### config.mk
export PLATFORM = sky130hd
export DESIGN_NAME = io_port_bridge
export DESIGN_NICKNAME = d
export VERILOG_FILES = /design/src/rtl/io_port_bridge.sv
export SDC_FILE = /design/constraint.sdc
export NUM_CORES = 1
export LEC_CHECK = 0
export BUFFER_PORTS_ARGS = -buffer_cell sky130_fd_sc_hd__buf_2
export CAP_MARGIN = 40
export CORE_ASPECT_RATIO = 1.25
export CORE_UTILIZATION = 47
export DETAILED_ROUTE_END_ITERATION = 10
export PLACE_DENSITY_LB_ADDON = 0.12
export SLEW_MARGIN = 10
export SYNTH_ARGS = -nofsm -noshare
export SYNTH_HDL_FRONTEND = slang
export SYNTH_SLANG_ARGS = --single-unit
export TNS_END_PERCENT = 10
### constraint.sdc
create_clock -name clk -period 3.2 [get_ports clk]
set_input_delay 0.64 -clock clk [delete_from_list [all_inputs] [get_ports clk]]
set_output_delay 0.64 -clock clk [all_outputs]
set_load 0.03 [all_outputs]
### src/rtl/io_port_bridge.sv
// Clocked bridge between the processor IO port bus and the rs232_uart peripheral.
// Provides a TX staging FIFO with a paced drain FSM, edge-qualified strobes, status and LED registers.
module io_port_bridge #(
    parameter int unsigned TX_DEPTH_LOG2 = 3
) (
    input  logic       clk,
    input  logic       reset,
    input  logic [7:0] IO_port_ID,
    input  logic [7:0] IO_write_data,
    input  logic       IO_write_strobe,
    input  logic       IO_read_strobe,
    output logic [7:0] IO_read_data,
    output logic [7:0] uart_tx_data,
    output logic       uart_write,
    input  logic       uart_tx_full,
    input  logic [7:0] uart_rx_data,
    input  logic       uart_rx_present,
    output logic       uart_rx_ack,
    output logic [1:0] led_out
);
    localparam int unsigned DEPTH = 1 << TX_DEPTH_LOG2;
    localparam int unsigned PW    = TX_DEPTH_LOG2;
    localparam int unsigned CW    = TX_DEPTH_LOG2 + 1;

    typedef enum logic {
        S_IDLE = 1'b0,
        S_GAP  = 1'b1
    } state_t;

    logic          r_wr_q;
    logic          r_rd_q;
    logic [7:0]    r_mem [DEPTH];
    logic [PW-1:0] r_wr_ptr;
    logic [PW-1:0] r_rd_ptr;
    logic [CW-1:0] r_count;
    logic          r_overflow;
    logic [1:0]    r_led;
    logic [7:0]    r_tx_data;
    logic          r_tx_write;
    state_t        r_state;
    state_t        w_state_nxt;

    logic          w_wr_fire;
    logic          w_rd_fire;
    logic          w_push_req;
    logic          w_push_ok;
    logic          w_push_drop;
    logic          w_full;
    logic          w_empty;
    logic          w_pop;
    logic          w_tx_write_nxt;
    logic [7:0]    w_tx_data_nxt;
    logic [7:0]    w_rd_data;

    // A strobe held for several cycles acts only on its first cycle
    assign w_wr_fire   = IO_write_strobe & ~r_wr_q;
    assign w_rd_fire   = IO_read_strobe & ~r_rd_q;

    assign w_full      = (r_count == CW'(DEPTH));
    assign w_empty     = (r_count == '0);
    assign w_push_req  = w_wr_fire && (IO_port_ID == 8'h01);
    assign w_push_ok   = w_push_req & ~w_full;
    assign w_push_drop = w_push_req & w_full;
    assign w_pop       = w_tx_write_nxt;

    always_ff @(posedge clk or posedge reset) begin
        if (reset) begin
            r_wr_q <= 1'b0;
            r_rd_q <= 1'b0;
        end else begin
            r_wr_q <= IO_write_strobe;
            r_rd_q <= IO_read_strobe;
        end
    end

    always_ff @(posedge clk) begin
        if (w_push_ok) begin
            r_mem[r_wr_ptr] <= IO_write_data;
        end
    end

    // FIFO bookkeeping; full is judged on the pre-cycle count so a full push is dropped even with a pop
    always_ff @(posedge clk or posedge reset) begin
        if (reset) begin
            r_wr_ptr   <= '0;
            r_rd_ptr   <= '0;
            r_count    <= '0;
            r_overflow <= 1'b0;
            r_led      <= 2'b00;
        end else begin
            if (w_push_ok) begin
                r_wr_ptr <= r_wr_ptr + PW'(1);
            end
            if (w_pop) begin
                r_rd_ptr <= r_rd_ptr + PW'(1);
            end
            case ({w_push_ok, w_pop})
                2'b10:   r_count <= r_count + CW'(1);
                2'b01:   r_count <= r_count - CW'(1);
                default: r_count <= r_count;
            endcase
            if (w_push_drop) begin
                r_overflow <= 1'b1;
            end else if (w_wr_fire && (IO_port_ID == 8'h04)) begin
                r_overflow <= 1'b0;
            end
            if (w_wr_fire && (IO_port_ID == 8'h05)) begin
                r_led <= IO_write_data[1:0];
            end
        end
    end

    always_ff @(posedge clk or posedge reset) begin
        if (reset) begin
            r_state <= S_IDLE;
        end else begin
            r_state <= w_state_nxt;
        end
    end

    always_comb begin
        w_state_nxt = r_state;
        case (r_state)
            S_IDLE:  if (w_tx_write_nxt) w_state_nxt = S_GAP;
            S_GAP:   w_state_nxt = S_IDLE;
            default: w_state_nxt = S_IDLE;
        endcase
    end

    // GAP gives the UART a cycle to raise tx_buffer_full before the next issue
    always_comb begin
        w_tx_write_nxt = 1'b0;
        w_tx_data_nxt  = 8'h00;
        case (r_state)
            S_IDLE: begin
                if (~w_empty & ~uart_tx_full) begin
                    w_tx_write_nxt = 1'b1;
                    w_tx_data_nxt  = r_mem[r_rd_ptr];
                end
            end
            default: begin
                w_tx_write_nxt = 1'b0;
                w_tx_data_nxt  = 8'h00;
            end
        endcase
    end

    always_ff @(posedge clk or posedge reset) begin
        if (reset) begin
            r_tx_write <= 1'b0;
            r_tx_data  <= 8'h00;
        end else begin
            r_tx_write <= w_tx_write_nxt;
            r_tx_data  <= w_tx_data_nxt;
        end
    end

    always_comb begin
        w_rd_data = 8'h00;
        if (IO_read_strobe) begin
            case (IO_port_ID)
                8'h01:   w_rd_data = uart_rx_present ? uart_rx_data : 8'h00;
                8'h02:   w_rd_data = {7'b0, uart_rx_present};
                8'h03:   w_rd_data = {7'b0, w_full};
                8'h04:   w_rd_data = {4'b0, r_overflow, w_empty, w_full, uart_rx_present};
                8'h05:   w_rd_data = {6'b0, r_led};
                8'h06:   w_rd_data = 8'(r_count);
                default: w_rd_data = 8'h00;
            endcase
        end
    end

    assign IO_read_data = w_rd_data;
    assign uart_rx_ack  = w_rd_fire && (IO_port_ID == 8'h01) && uart_rx_present;
    assign uart_tx_data = r_tx_data;
    assign uart_write   = r_tx_write;
    assign led_out      = r_led;

endmodule

==> results of run 1 <==
## cells by family (layout without fill, tap and decap cells)
family | count (synthesis) | in the layout | share of synthesized area [%]
DFF | 88 | 88 | 68.0
muxes | 29 | 29 | 13.4
buffers and inverters | 17 | 91 | 1.79
AOI/OAI and AO/OA | 17 | 17 | 3.14
xor gates and xnor gates | 9 | 9 | 2.13
adders and majority gates | 5 | 5 | 1.69
and+or+nand+nor | 65 | 65 | 9.89
## final timing paths
check                                   to       startpoint  depth (start not counted)  slack [ns]
min in group clk                    r_wr_q  IO_write_strobe                          1        0.43
max in group asynchronous           r_rd_q            reset                          3        2.45
hold reg to reg                 r_overflow       r_overflow                          2        0.52
setup reg to reg                r_count[2]       r_count[2]                          9        0.58
setup / recovery           IO_read_data[3]    IO_port_ID[5]                          6        0.14
hold / removal             uart_tx_data[5]            reset                          2        0.29
## critical path, stage by stage
cell,delay (ns)
buf_2,0.09
or4_4,0.56
or4b_4,0.54
or2_0,0.24
a21oi_1,0.14
buf_2,0.21
## cell usage in the layout, fill, tap and decap left out, types with 5 or more instances in the layout
cell type and instances:
edfxtp_1 64, buf_2 49, dfrtp_1 24, buf_4 20, nor2_1 18, mux4_2 16
nand2_1 11, clkbuf_8 10, mux2i_1 9, nand2b_1 6, a21oi_1 5, inv_1 5
xnor2_1 5, ha_1 5
## report_power, final
| group | switching (mW) | leakage, nW | internal (mW) | total (mW) |
|---|---|---|---|---|
| clock network | 0.403 | 0.119 | 0.474 | 0.877 |
| registers | 0.126 | 0.884 | 1.31 | 1.44 |
| logic | 0.373 | 0.740 | 0.391 | 0.764 |
## metrics by stage
step	worst slack [ns]	hold WS (ns)	utilization, %
after floorplan	0.0995	0.462	-
after global placement	0.147	0.500	55.7
after detailed placement	0.135	0.497	56.1
after CTS	0.131	0.294	59.2
after global routing	0.0704	0.309	59.2
final	0.139	0.292	59.2
## routing by layer
layer  wire, µm  vias up
met2       3430       40
met4         90        0
met3        209        8
met5          0        -
met1       3040     1052
li1           -     1012
## sequential cells by signal, summed over array words and instances (netlist names)
register      flops
r_rd_ptr          3
r_count           4
uart_tx_data      8
led_out           2
r_mem            64
r_state           1
r_wr_q            1
r_rd_q            1
r_wr_ptr          3
r_overflow        1
## area by class of cell
class	count	area, µm²	area share [%]
flip-flops and latches	88	2520	56.9
multi-input cells	125	1120	25.3
repair buffers	70	423	9.54
clock buffers	10	138	3.10
well taps	92	115	2.60
clock inverters	6	97.6	2.20
inverters	5	18.8	0.423
==> results.yml, run 1 <==
run_status:
  status: "finished, final reports clean"
route:
  final_antenna_net_count: 0
  drc_errors: 0
  post_drt_wl_per_cell_um: 17.1
  via_count: 2112
  drtIter0Drc: 104
  viasPerCell: 5.33
  first_pass_iters: 4
  routed_wl_mm: 6.77
global_routing:
  top_usage_layer: "met2"
  use_met3_pct: 4.05
  grt_start_max_net_pins: 19
  grtUsageTotal_pct: 18.2
  grt-ovfl-total: 0
  grt_use_met2_pct: 29.6
  grt_pass1_vias: 2025
  antenna_found_initial: 0
  met1_usage_pct: 23.7
  grt_pass1_wl_mm: 10.5
yosys:
  yosysTopAreaCell: "edfxtp_1"
  yosysTopAreaCellShare_pct: 51.8
  synthTopCellsByArea: "edfxtp_1 52%, dfrtp_1 16%, mux4_2 9.7%, mux2i_1 2.4%, nor2_1 1.8%"
  netlist_instances: 230
  synth_ff_type: "edfxtp_1"
  netlist_top_cells_count: "64 x edfxtp_1, 24 x dfrtp_1, 18 x nor2_1"
  syn_avg_cell_area_um2: 16.1
  synth_nets: 265
  async_flop_share_pct: 27.3
  yosysMostFrequentCell: "edfxtp_1"
  yosysSeqAreaShare_pct: 68.0
  synth_area_mm2: 0.00371
  yosysWarnings: 0
  synth.distinct_cells: 42
  synth-edff-count: 64
  synth_seq_cells: 88
cts:
  cts.clk_slew.worst_paths_ns: 0.09
  clock_latency_ns: 0.35
  cts_tree: "built"
  cts.sinks: 88
  htreeDepth: 3
  clockBufferDepth: 2
  holdBufCountCts: 0
  cts_made_buffers: 9
  postCtsSetupBuffers: 0
  ctsResizeCount: 0
  clk_root_buffer_cell: "clkbuf_8"
worst_setup_path:
  critical_path_required_ns: 2.56
  critical_path_class: "primary input to primary output"
  cp_max_fo: 4
  arrival_ns: 2.42
  crit_path_start_kind: "primary input"
  cp-end-kind: "primary output"
final_layout:
  antenna_cells: 0
  fillers: 588
  stdcell_area_mm2: 0.00443
  syn_to_final_growth_pct: 19.6
  layout.cells.non_filler: 396
  fin_nets: 334
  final_layout_size_suffix_gt1_share_pct: 36.8
job:
  cap_violations: 0
floorplan:
  io_pins: 50
  die_area_mm2: 0.00825
  die_h_um: 101
  num_rows: 35
  die_w_um: 81.5
  core_area_mm2: 0.00749
  initial_core_util_pct: 49.5
timing:
  rsz0062_at_grt: "no"
  maxSlewHeadroom_pct: 46.9
  slew_viol_final: 0
  setup_viol: 0
  min_period_ns: 3.06
  setup-tns-final_ns: 0
  fin_crit_sh_pct: 95.7
  fmax_mhz: 327
  worst_pin_slew_ns: 0.796
  finClkSkew_ns: 0.0135
  hold_violations: 0
place:
  dp_cells: 380
  gp_congestion: 0.736
  port_buffers: 49
  dp_hpwl_mm: 4.65
  place_area_mm2: 0.00420
pwr:
  power_density_mw_per_mm2: 694
  ir_drop_v: 0.000481
  power_mw: 3.08
  p_leak_nw: 1.74
worst_hold_path:
  hp-class: "primary input to asynchronous set/reset pin"
No activity file was read; power rests on OpenSTA's default activity.
==> run 2: changes to the inputs <==
--- a/config.mk
+++ b/config.mk
@@ -5,12 +5,16 @@
 export SDC_FILE = /design/constraint.sdc
 export NUM_CORES = 1
 export LEC_CHECK = 0
+export ABC_AREA = 1
 export BUFFER_PORTS_ARGS = -buffer_cell sky130_fd_sc_hd__buf_2
 export CAP_MARGIN = 40
+export CELL_PAD_IN_SITES_DETAIL_PLACEMENT = 1
+export CELL_PAD_IN_SITES_GLOBAL_PLACEMENT = 2
 export CORE_ASPECT_RATIO = 1.25
-export CORE_UTILIZATION = 47
+export CORE_UTILIZATION = 36
 export DETAILED_ROUTE_END_ITERATION = 10
 export PLACE_DENSITY_LB_ADDON = 0.12
+export SKIP_LAST_GASP = 1
 export SLEW_MARGIN = 10
 export SYNTH_ARGS = -nofsm -noshare
 export SYNTH_HDL_FRONTEND = slang
==> run 2 against run 1 <==
  * Clock-buffer cell count up 2
  * Sequential share of layout area down 2.9 points
  * Largest cell class unchanged
  * Largest power group unchanged
  * Core utilization down 15 points
  * Final area up 5.4%
  * Synthesized area up 4.9%
  * Flip-flop and latch count unchanged
  * First-iteration DRC count down 19%
==> results.yml, run 2 <==
route:
  post_drt_wl_per_cell_um: 16.6
  via_count: 2874
  routed_wl_mm: 9.68
  drtIter0Drc: 84
  drc_errors: 0
  first_pass_iters: 4
  final_antenna_net_count: 0
  viasPerCell: 4.92
pwr:
  power_mw: 3.44
  p_leak_nw: 1.92
  ir_drop_v: 0.000287
  power_density_mw_per_mm2: 737
worst_setup_path:
  reg2reg_slack_ns: 0.90
  cp-end-kind: "primary output"
  cp_max_fo: 5
  critical_path_required_ns: 2.56
  arrival_ns: 1.93
  worst_r2r_path_depth: 13
  crit_path_start_kind: "flip-flop"
  critical_path_class: "flip-flop to primary output"
  reg2reg_to: "r_count[2]"
  timing.rr.start: "r_count[0]"
cts:
  postCtsSetupBuffers: 0
  cts.sinks: 88
  ctsResizeCount: 0
  cts.clk_slew.worst_paths_ns: 0.06
  cts_made_buffers: 9
  clk_root_buffer_cell: "clkbuf_16"
  clockBufferDepth: 2
  cts_tree: "built"
  htreeDepth: 3
  holdBufCountCts: 0
  clock_latency_ns: 0.34
yosys:
  synth_area_mm2: 0.00389
  yosysWarnings: 0
  synth_seq_cells: 88
  yosysSeqAreaShare_pct: 64.9
  yosysTopAreaCellShare_pct: 49.4
  syn_avg_cell_area_um2: 10.1
  synthTopCellsByArea: "edfxtp_1 49%, dfrtp_1 15%, nor2_1 9.8%, o21ai_0 8.6%, nand2_1 5.2%"
  netlist_top_cells_count: "102 x nor2_1, 67 x o21ai_0, 64 x edfxtp_1"
  yosysTopAreaCell: "edfxtp_1"
  async_flop_share_pct: 27.3
  synth-edff-count: 64
  synth.distinct_cells: 23
  yosysMostFrequentCell: "nor2_1"
  synth_ff_type: "edfxtp_1"
  netlist_instances: 386
  synth_nets: 421
global_routing:
  grtUsageTotal_pct: 19.2
  grt_start_max_net_pins: 35
  antenna_found_initial: 0
  grt_pass1_vias: 3018
  grt_pass1_wl_mm: 15.7
  grt-ovfl-total: 0
final_layout:
  syn_to_final_growth_pct: 20.1
  stdcell_area_mm2: 0.00467
  fillers: 1202
  layout.cells.non_filler: 584
  antenna_cells: 0
  final_cell_mix: "102 x nor2_1, 67 x o21ai_0, 64 x edfxtp_1, 54 x nand2_1, 49 x buf_2"
  final_layout_size_suffix_gt1_share_pct: 19.9
  largest_register_ff_count: 64
  seq_area_mm2: 0.00252
  layout_commonest_cell: "nor2_1"
  fin_nets: 482
  multiInputGateArea_mm2: 0.00121
  top_register: "r_mem"
timing:
  finClkSkew_ns: 0.00698
  maxSlewHeadroom_pct: 66.0
  worst_pin_slew_ns: 0.510
  slew_viol_final: 0
  fmax_mhz: 389
  hold_violations: 0
  setup-tns-final_ns: 0
  setup_viol: 0
  fin_crit_sh_pct: 80.4
  rsz0062_at_grt: "no"
  min_period_ns: 2.57
floorplan:
  die_area_mm2: 0.0112
  io_pins: 50
  initial_core_util_pct: 36.8
  die_w_um: 95.0
  die_h_um: 118
  core_area_mm2: 0.0106
  num_rows: 42
job:
  cap_violations: 0
run_status:
  status: "finished, final reports clean"
worst_hold_path:
  hp-class: "primary input to asynchronous set/reset pin"
place:
  dp_cells: 568
  dp_hpwl_mm: 6.60
  gp_congestion: 0.731
  port_buffers: 49
  place_area_mm2: 0.00436
==> run 2: metal layers <==
layer  vias up  track usage (%)  routed length, µm
met5         -                0                  0
met4         0             9.09                234
met3        15             3.73                288
met2        60             33.1               5100
met1      1397             22.4               4060
li1       1402                -                  -
==> run 2: power breakdown <==
part / internal, mW / switching [mW]
clock network: 0.649 / 0.415
registers: 1.32 / 0.0859
logic: 0.326 / 0.654
==> run 2: logic make-up (layout without fill, tap and decap cells) <==
logic type      Yosys count  in the layout  synth area share [%]
compound gates           69             69                  8.88
fa+ha+maj                 5              5                  1.61
simple gates            180            180                  19.4
flops                    88             88                  64.9
buf+inv                  38            104                  3.89
xor+xnor                  6              6                  1.35
==> run 2: how the worst max path moves through the flow <==
stage	from	endpoint	slack (ns)	cells past startpoint
2_1_floorplan	IO_port_ID[7]	uart_rx_ack	0.69	5
3_3_place_gp	IO_port_ID[7]	r_count[2]	0.59	14
3_5_place_dp	IO_port_ID[7]	r_count[2]	0.48	14
4_1_cts	r_count[0]	IO_read_data[1]	0.59	8
5_1_grt	r_count[0]	IO_read_data[1]	0.46	8
6_report	r_count[0]	IO_read_data[1]	0.63	8
==> run 2: critical path: stages (launching register included) <==
cell and delay (ns):
dfrtp_1 0.46, inv_1 0.08, nand3_1 0.09, nor2_1 0.34, nand2_1 0.09, o21ai_0 0.15
nor2_1 0.09, nor2_1 0.11, buf_2 0.20
==> run 2: per-stage QoR <==
stage	util (%)	setup slack, ns	hold slack (ns)
floorplan	-	0.688	0.453
global placement	41.0	0.591	0.496
detailed placement	41.3	0.480	0.481
CTS	44.2	0.585	0.381
global route	44.2	0.464	0.398
finish	44.2	0.628	0.369
==> run 2: layout make-up <==
type / count / share of cell area [%]
clock buffer: 12 / 5.49
sequential: 88 / 54.0
inverter: 26 / 2.09
timing repair buffer: 62 / 7.77
clock inverter: 4 / 1.12
multi-input combinational: 260 / 26.0
tap: 132 / 3.54
==> run 3: changes to the inputs <==
==> constraint.sdc (replaced) <==
create_clock -name clk -period 2.4 [get_ports clk]
set_input_delay 0.48 -clock clk [delete_from_list [all_inputs] [get_ports clk]]
set_output_delay 0.48 -clock clk [all_outputs]
set_load 0.03 [all_outputs]
==> run 3 against run 2 <==
  * Sequential share of layout area is 0.67 points lower
  * Clock power is 28% higher
  * Non-clock buffer count is 10 higher
  * Largest power group unchanged
==> results.yml, run 3 (synthesis results as in run 2) <==
cts:
  cts_tree: "built"
  clock_latency_ns: 0.34
  htreeDepth: 3
  clockBufferDepth: 2
  cts.clk_slew.worst_paths_ns: 0.06
  cts_made_buffers: 9
  cts.sinks: 88
  holdBufCountCts: 0
  clk_root_buffer_cell: "clkbuf_16"
route:
  drtIter0Drc: 75
  post_drt_wl_per_cell_um: 16.2
  routed_wl_mm: 9.60
  viasPerCell: 4.88
  final_antenna_net_count: 0
  drc_errors: 0
  first_pass_iters: 4
  via_count: 2900
pwr:
  power_density_mw_per_mm2: 968
  power_mw: 4.58
  ir_drop_v: 0.000400
  p_leak_nw: 1.95
global_routing:
  grt_pass1_vias: 2975
  grt-ovfl-total: 0
  met1_usage_pct: 22.8
  grt_use_met2_pct: 32.4
  use_met3_pct: 4.25
  grt_start_max_net_pins: 35
  antenna_found_initial: 0
  grtUsageTotal_pct: 19.0
  top_usage_layer: "met2"
  grt_pass1_wl_mm: 15.5
worst_setup_path:
  cp_max_fo: 5
  worst_path_max_delay_cell: "dfrtp_2"
  critical_path_class: "flip-flop to primary output"
  reg2reg_to: "r_count[2]"
  slowest_delay_ns: 0.45
  crit_path_start_kind: "flip-flop"
  cp_cell_sequence: "inv_1, nand3_2, nor2_4, buf_4, nand2_1, o21ai_1, nor2_1, nor2_1, buf_4"
  cp-end-kind: "primary output"
  arrival_ns: 1.78
  reg2reg_slack_ns: 0.34
  critical_path_required_ns: 1.92
  timing.rr.start: "r_count[0]"
  worst_r2r_path_depth: 13
floorplan:
  die_h_um: 118
  num_rows: 42
  core_area_mm2: 0.0106
  initial_core_util_pct: 36.8
  io_pins: 50
  die_w_um: 95.0
  die_area_mm2: 0.0112
timing:
  min_period_ns: 2.26
  finClkSkew_ns: 0.00689
  fmax_mhz: 442
  setup-tns-final_ns: 0
  fin_crit_sh_pct: 94.2
  rsz0062_at_grt: "yes"
  hold_violations: 0
  setup_viol: 0
  slew_viol_final: 0
  maxSlewHeadroom_pct: 66.7
  worst_pin_slew_ns: 0.499
place:
  gp_congestion: 0.757
  dp_hpwl_mm: 6.49
  dp_cells: 577
  port_buffers: 49
final_layout:
  fillers: 1207
  layout_commonest_cell: "nor2_1"
  final_cell_mix: "100 x nor2_1, 66 x o21ai_0, 64 x edfxtp_1, 54 x nand2_1, 47 x buf_2"
  syn_to_final_growth_pct: 21.7
  top_register: "r_mem"
  fin_nets: 492
  antenna_cells: 0
  final_layout_size_suffix_gt1_share_pct: 22.5
  layout.cells.non_filler: 594
  largest_register_ff_count: 64
run_status:
  status: "finished, final reports clean"
job:
  cap_violations: 0
worst_hold_path:
  hp-class: "primary input to asynchronous set/reset pin"
## run 3: critical path, delay by kind of cell (launching register included)
kind            cells  cell delay, ns
simple gates        5            0.50
flops               1            0.45
buf+inv             3            0.39
compound gates      1            0.10
## run 3: repair_timing
| action | in CTS | in global routing |
|---|---|---|
| buffers inserted | 0 | 1 |
| pin swaps | 0 | 1 |
| endpoints found under the setup margin | 1 | 3 |
| gates cloned | 0 | 0 |
| resized for setup | 1 | 11 |
## run 3: how the worst max path moves through the flow
| stage | startpoint | endpoint | slack [ns] |
|---|---|---|---|
| CTS | r_count[1] | IO_read_data[1] | 0.02 |
| floorplan | IO_port_ID[7] | r_count[2] | 0.18 |
| global placement | IO_port_ID[5] | IO_read_data[2] | 0.15 |
| detailed placement | IO_port_ID[1] | r_count[2] | 0.03 |
| finish | r_count[0] | IO_read_data[1] | 0.14 |
| global route | r_count[1] | IO_read_data[1] | -0.01 |
## run 3: cell type report
class	instances	area (µm²)	share of cell area [%]
Tap cell	132	165	3.49
Timing Repair Buffer	72	435	9.20
Multi-Input combinational cell	260	1230	26.0
Clock inverter	4	45.0	0.952
Clock buffer	12	236	5.00
Sequential cell	88	2520	53.3
Inverter	26	97.6	2.06
## run 3: stage by stage
step,instance area [µm²],util (%),worst slack (ns),hold slack [ns]
finish,4730,44.8,0.138,0.205
detailed placement,4420,41.9,0.0334,0.491
floorplan,3890,-,0.183,0.453
global placement,4420,41.9,0.150,0.491
CTS,4710,44.6,0.0183,0.221
global route,4730,44.8,-0.0118,0.251
## run 3: metal layers
metal / vias to the layer above / wire length [µm]
li1: 1425 / -
met1: 1405 / 4010
met2: 59 / 5090
met3: 11 / 323
met4: 0 / 168
met5: - / 0
## run 3: power breakdown
group | switching (mW) | internal (mW)
combinational | 0.894 | 0.460
sequential | 0.109 | 1.76
clock | 0.559 | 0.802
total | 1.56 | 3.02
